**src/rtl/egg_param_loader.sv**
```systemverilog
// Board input stage for the egg-drop CPU: synchronises and debounces the switches and buttons,
// latches the eggs/floor parameters and releases the CPU from reset on a valid start press.
module egg_param_loader #(
  parameter int DEBOUNCE_CYCLES = 20000,
  parameter int CNT_W           = 16
) (
  input  logic        clk_in,
  input  logic        reset,
  input  logic [7:0]  choose,
  input  logic        id,
  input  logic        yes,
  input  logic        ready,
  output logic [31:0] eggs,
  output logic [31:0] floor,
  output logic [31:0] preview,
  output logic        working,
  output logic        cpu_reset,
  output logic        start,
  output logic        err
);

  typedef enum logic {
    ST_IDLE = 1'b0,
    ST_RUN  = 1'b1
  } state_t;

  localparam logic [CNT_W-1:0] LP_CNT_LAST = CNT_W'(DEBOUNCE_CYCLES - 1);

  logic [7:0]       r_chooseS1, r_chooseS2;
  logic             r_idS1, r_idS2;
  logic             r_yesS1, r_yesS2;
  logic             r_readyS1, r_readyS2;

  logic [CNT_W-1:0] r_yesCnt, r_readyCnt;
  logic             r_yesDb, r_readyDb;
  logic             r_yesDly, r_readyDly;

  state_t           r_state, w_stateNxt;
  logic [31:0]      r_eggs, r_floor;
  logic [31:0]      w_eggsNxt, w_floorNxt;
  logic             r_err, w_errNxt;
  logic             r_start, w_startNxt;
  logic             r_working, r_cpuReset;

  logic             w_commit, w_go;

  always_ff @(posedge clk_in or negedge reset) begin
    if (!reset) begin
      r_chooseS1 <= '0;
      r_chooseS2 <= '0;
      r_idS1     <= 1'b0;
      r_idS2     <= 1'b0;
      r_yesS1    <= 1'b0;
      r_yesS2    <= 1'b0;
      r_readyS1  <= 1'b0;
      r_readyS2  <= 1'b0;
    end else begin
      r_chooseS1 <= choose;
      r_chooseS2 <= r_chooseS1;
      r_idS1     <= id;
      r_idS2     <= r_idS1;
      r_yesS1    <= yes;
      r_yesS2    <= r_yesS1;
      r_readyS1  <= ready;
      r_readyS2  <= r_readyS1;
    end
  end

  // The level flips on the DEBOUNCE_CYCLES-th consecutive disagreeing cycle, hence the compare against N-1.
  always_ff @(posedge clk_in or negedge reset) begin
    if (!reset) begin
      r_yesCnt <= '0;
      r_yesDb  <= 1'b0;
    end else if (r_yesS2 == r_yesDb) begin
      r_yesCnt <= '0;
    end else if (r_yesCnt == LP_CNT_LAST) begin
      r_yesDb  <= r_yesS2;
      r_yesCnt <= '0;
    end else begin
      r_yesCnt <= r_yesCnt + CNT_W'(1);
    end
  end

  always_ff @(posedge clk_in or negedge reset) begin
    if (!reset) begin
      r_readyCnt <= '0;
      r_readyDb  <= 1'b0;
    end else if (r_readyS2 == r_readyDb) begin
      r_readyCnt <= '0;
    end else if (r_readyCnt == LP_CNT_LAST) begin
      r_readyDb  <= r_readyS2;
      r_readyCnt <= '0;
    end else begin
      r_readyCnt <= r_readyCnt + CNT_W'(1);
    end
  end

  always_ff @(posedge clk_in or negedge reset) begin
    if (!reset) begin
      r_yesDly   <= 1'b0;
      r_readyDly <= 1'b0;
    end else begin
      r_yesDly   <= r_yesDb;
      r_readyDly <= r_readyDb;
    end
  end

  assign w_commit = r_yesDb & ~r_yesDly;
  assign w_go     = r_readyDb & ~r_readyDly;

  // A start press takes priority over a simultaneous commit and is judged on the existing parameters.
  always_comb begin
    w_stateNxt = r_state;
    w_eggsNxt  = r_eggs;
    w_floorNxt = r_floor;
    w_errNxt   = r_err;
    w_startNxt = 1'b0;
    case (r_state)
      ST_IDLE: begin
        if (w_go) begin
          if ((r_eggs != 32'd0) && (r_floor != 32'd0)) begin
            w_stateNxt = ST_RUN;
            w_startNxt = 1'b1;
            w_errNxt   = 1'b0;
          end else begin
            w_errNxt = 1'b1;
          end
        end else if (w_commit) begin
          if (r_idS2) begin
            w_floorNxt = {24'b0, r_chooseS2};
          end else begin
            w_eggsNxt = {24'b0, r_chooseS2};
          end
          w_errNxt = 1'b0;
        end
      end
      ST_RUN: begin
        w_stateNxt = ST_RUN;
      end
      default: begin
        w_stateNxt = ST_IDLE;
      end
    endcase
  end

  always_ff @(posedge clk_in or negedge reset) begin
    if (!reset) begin
      r_state    <= ST_IDLE;
      r_eggs     <= '0;
      r_floor    <= '0;
      r_err      <= 1'b0;
      r_start    <= 1'b0;
      r_working  <= 1'b0;
      r_cpuReset <= 1'b1;
    end else begin
      r_state    <= w_stateNxt;
      r_eggs     <= w_eggsNxt;
      r_floor    <= w_floorNxt;
      r_err      <= w_errNxt;
      r_start    <= w_startNxt;
      r_working  <= (w_stateNxt == ST_RUN);
      r_cpuReset <= (w_stateNxt != ST_RUN);
    end
  end

  assign eggs      = r_eggs;
  assign floor     = r_floor;
  assign err       = r_err;
  assign start     = r_start;
  assign working   = r_working;
  assign cpu_reset = r_cpuReset;
  assign preview   = (r_state == ST_IDLE) ? (r_idS2 ? r_floor : r_eggs) : 32'd0;

endmodule

```
**config.mk**
```make
export PLATFORM = sky130hd
export DESIGN_NAME = egg_param_loader
export DESIGN_NICKNAME = d
export VERILOG_FILES = /design/src/rtl/egg_param_loader.sv
export SDC_FILE = /design/constraint.sdc
export NUM_CORES = 1
export LEC_CHECK = 0
export ABC_AREA = 1
export CORE_ASPECT_RATIO = 1.2
export CORE_MARGIN = 2
export CORE_UTILIZATION = 48
export DETAILED_ROUTE_END_ITERATION = 10
export GPL_TIMING_DRIVEN = 1
export PLACE_DENSITY = 0.8
export SLEW_MARGIN = 30
export SYNTH_ARGS = -nofsm -noshare
export SYNTH_HDL_FRONTEND = slang
export SYNTH_SLANG_ARGS = --single-unit
```
**constraint.sdc**
```tcl
create_clock -name clk_in -period 1.73 [get_ports clk_in]
set_input_delay 0.2595 -clock clk_in [delete_from_list [all_inputs] [get_ports clk_in]]
set_output_delay 0.2595 -clock clk_in [all_outputs]
set_load 0.03 [all_outputs]
```
==> results.tsv <==
metric	value	unit
flops & latches, synth	78	
Max rail drop VDD	0.428	mV
clock sink total	78	
root buffer cell	clkbuf_8	
Leak	2.32	nW
DRC	0	
clk_lat worst skew	0.36	ns
DR iter-0 viols	166	
WL/cell	11.6	µm
Final nets	532	
area of the multi-input gates	0.00159	mm²
pin count of the biggest net entering global routing	33	
sequential area share after synthesis	48.2	%
port bufs	40	
Synth Area in XOR/XNOR	2.35	%
simple-gate portion of the synthesized area	22.5	%
final hold vios	0	
min-delay src	choose[4]	
number of core rows	36	
Reg2Reg Launch Point	r_yesCnt[0]	
complex-gate fraction of the synthesized area	7.23	%
synthesized cell area	0.00405	mm²
status	complete, no violations	
GRT Total Usage	17.2	%
DP HPWL	5430	µm
R2R Setup Slk	0.30	ns
Die Area	0.00919	mm²
Comb pwr share	10.1	%
Syn-to-layout area delta	11.4	%
Pwr Density	809	mW/mm²
switching share of total power	28.6	%
Worst Reg-to-Reg Cells	8	
min Tclk post-route	1.65	ns
fill cell count	697	
maximum level of the CTS H-tree	3	
Adder-Cell Fraction of Synth Area	0.618	%
first-pass GRT wire length	12200	µm
post-synth cell types	27	
DP Cell Count	619	
Worst Hold Path EP	r_chooseS1[4]	
Die Ht	105	µm
core footprint	0.00815	mm²
Detail Route Antenna Nets	0	
R2R Path End	r_yesCnt[14]	
critical path's slowest cell	clkdlybuf4s50_1	
TritonCTS clock tree	yes	
antenna cells	0	
Reg area	0.00196	mm²
Mapped Cells	469	
RSZ-0062 raised after global routing	no	
RePlAce Congestion	0.874	
Max clock buf depth	2	
highest clock rate	605	MHz
clk_skew	0.0130	ns
Post-CTS Setup Bufs	0	
Die W	87.9	µm
Min-Delay Path Class	in -> reg	
Hold Path Stages	1	
most frequent cells in the layout	nand2_1 (82), dfrtp_1 (75), conb_1 (72)	
Buf/Inv on CP	1	
commonest non-fill, non-tap cell in the layout	nand2_1	
CP delay by family, top	buffers and inverters	
Synth warnings	0	
Yosys top cell area share	47.6	%
Critical Path Max Stage Delay	0.67	ns
layout cells sized above 1	13.4	%
Initial Util	49.7	%
multiplexer area fraction after synthesis	0	%
TritonRoute pass-1 iters	5	
I/O pins	113	
total net switching power	0.00104	W
routed vias	2910	
critical path depth	1	
CTS buffer count	9	
main combinational cell family by area after synthesis	simple AND/OR/NAND/NOR gates	
GRT overflow	0	
crit-path cells	clkdlybuf4s50_1	
Internal	0.00261	W
Setup Crit Path Kind	reg -> out	
Required @ worst endpoint	1.47	ns
clk slew on worst S/H paths	0.09	ns
Critical Path Sink Type	output port	
final WL	7370	µm
Avg Inst Size Synth	8.64	µm²
Max Transition Viols Final	0	
antenna violations before repair	0	
startpoint types	flop	
Setup TNS	0	ns
Tcrit/Tclk final	95.5	%
largest area contributor in the netlist	dfrtp_1	
Synth area leaders	dfrtp_1 (48%), buf_4 (13%), nand2_1 (7.6%), nor2_1 (6.6%), inv_1 (4.6%)	
power share of the clock group	38.2	%
sequential power share	51.6	%
Final setup viols	0	
Critical Path Fanout Max	2	
Arr. time, crit path	1.39	ns
Max Cap Viol	0	
vias in the first global route	2654	
final non-filler cell total	636	
vias per std cell	4.58	
==> stage by stage <==
stage               cell area [µm²]  setup WS, ns  hold WS, ns  power [W]  util, %
finish                         4510        0.0783        0.337    0.00365     55.4
global route                   4510       0.00616        0.305    0.00381     55.4
CTS                            4490       0.00261        0.323    0.00367     55.1
detailed placement             4290         0.290        0.227    0.00229     52.6
global placement               4290         0.327        0.227    0.00228     52.6
floorplan                      4320         0.107      -0.0361    0.00231        -
==> what timing repair did <==
item | in CTS | in global routing
setup endpoints to repair | 18 | 16
cloned | 0 | 0
gates resized for setup | 12 | 10
endpoints found under the hold margin | 28 | 0
hold buffers | 1 | 0
==> power groups by stage <==
stage                     Clock (W)  Combinational, W  Sequential (W)
after global placement            0          0.000364         0.00192
after CTS                   0.00142          0.000371         0.00189
final                       0.00140          0.000371         0.00189
after global routing        0.00151          0.000403         0.00189
after floorplan                   0          0.000405         0.00191
after detailed placement          0          0.000369         0.00192
==> layout make-up <==
cell class | count | share of cell area (%)
Timing Repair Buffer | 43 | 9.37
Inverter | 51 | 4.30
Clock inverter | 7 | 1.77
Tap cell | 114 | 3.16
Clock buffer | 9 | 2.74
Sequential cell | 78 | 43.3
Multi-Input combinational cell | 334 | 35.3
==> synthesized netlist by cell type <==
master and instances:
buf_4 72, nor3_1 3, inv_1 50, dfrtp_1 77, nand2_1 82, buf_6 2
dfstp_2 1, inv_2 1, o21bai_1 3, o21ai_0 11, nor2_2 5, nand3_1 18
nor3b_1 1, o21ai_1 3, o21ai_2 16, xnor2_2 1, ha_1 2, conb_1 1
nor2_1 71, buf_2 3, nand2_4 1, nand3_4 1, nand4_1 9, a21oi_1 12
nand2_2 10, nor2_4 4, xor2_1 9
==> state kept, by name, summed over array words and instances, names as in the netlist, 8 cells and up <==
signal	flops
r_chooseS1	8
floor	8
r_yesCnt	16
r_readyCnt	16
r_chooseS2	8
eggs	8
==> how the worst max path moves through the flow <==
stage / start / slack, ns / endpoint
detailed placement: r_idS2 / 0.29 / preview[5]
CTS: floor[1] / 0.003 / floor[1]
global route: r_idS2 / 0.006 / preview[3]
floorplan: working / 0.11 / preview[6]
finish: err / 0.08 / err
global placement: cpu_reset / 0.33 / cpu_reset
==> cells by family (layout without fill, tap and decap cells) <==
kind of cell	count (synthesis)	count (layout)
buf+inv	128	110
other cells	1	72
xor+xnor	10	10
flops	78	78
fa+ha+maj	2	2
simple gates	205	205
compound gates	45	45
==> metal layers <==
metal / GRT usage [%] / part of all wire [%] / wire, µm / vias up
li1: - / - / - / 1411
met1: 21.6 / 43 / 3140 / 1356
met2: 26.9 / 49 / 3600 / 126
met3: 5.13 / 5.9 / 436 / 17
met4: 8.02 / 2.5 / 187 / 0
met5: 0 / 0 / 0 / -
==> worst register-to-register path, cell delays in order, from the launching register on <==
cell,delay (ns)
dfrtp_1,0.40
ha_1,0.20
nand2_1,0.09
nor2_2,0.14
inv_1,0.07
nor2_2,0.10
nand2_1,0.11
nand2_4,0.14
nor2_1,0.07
Note: power is estimated with default switching activity, not from simulation.
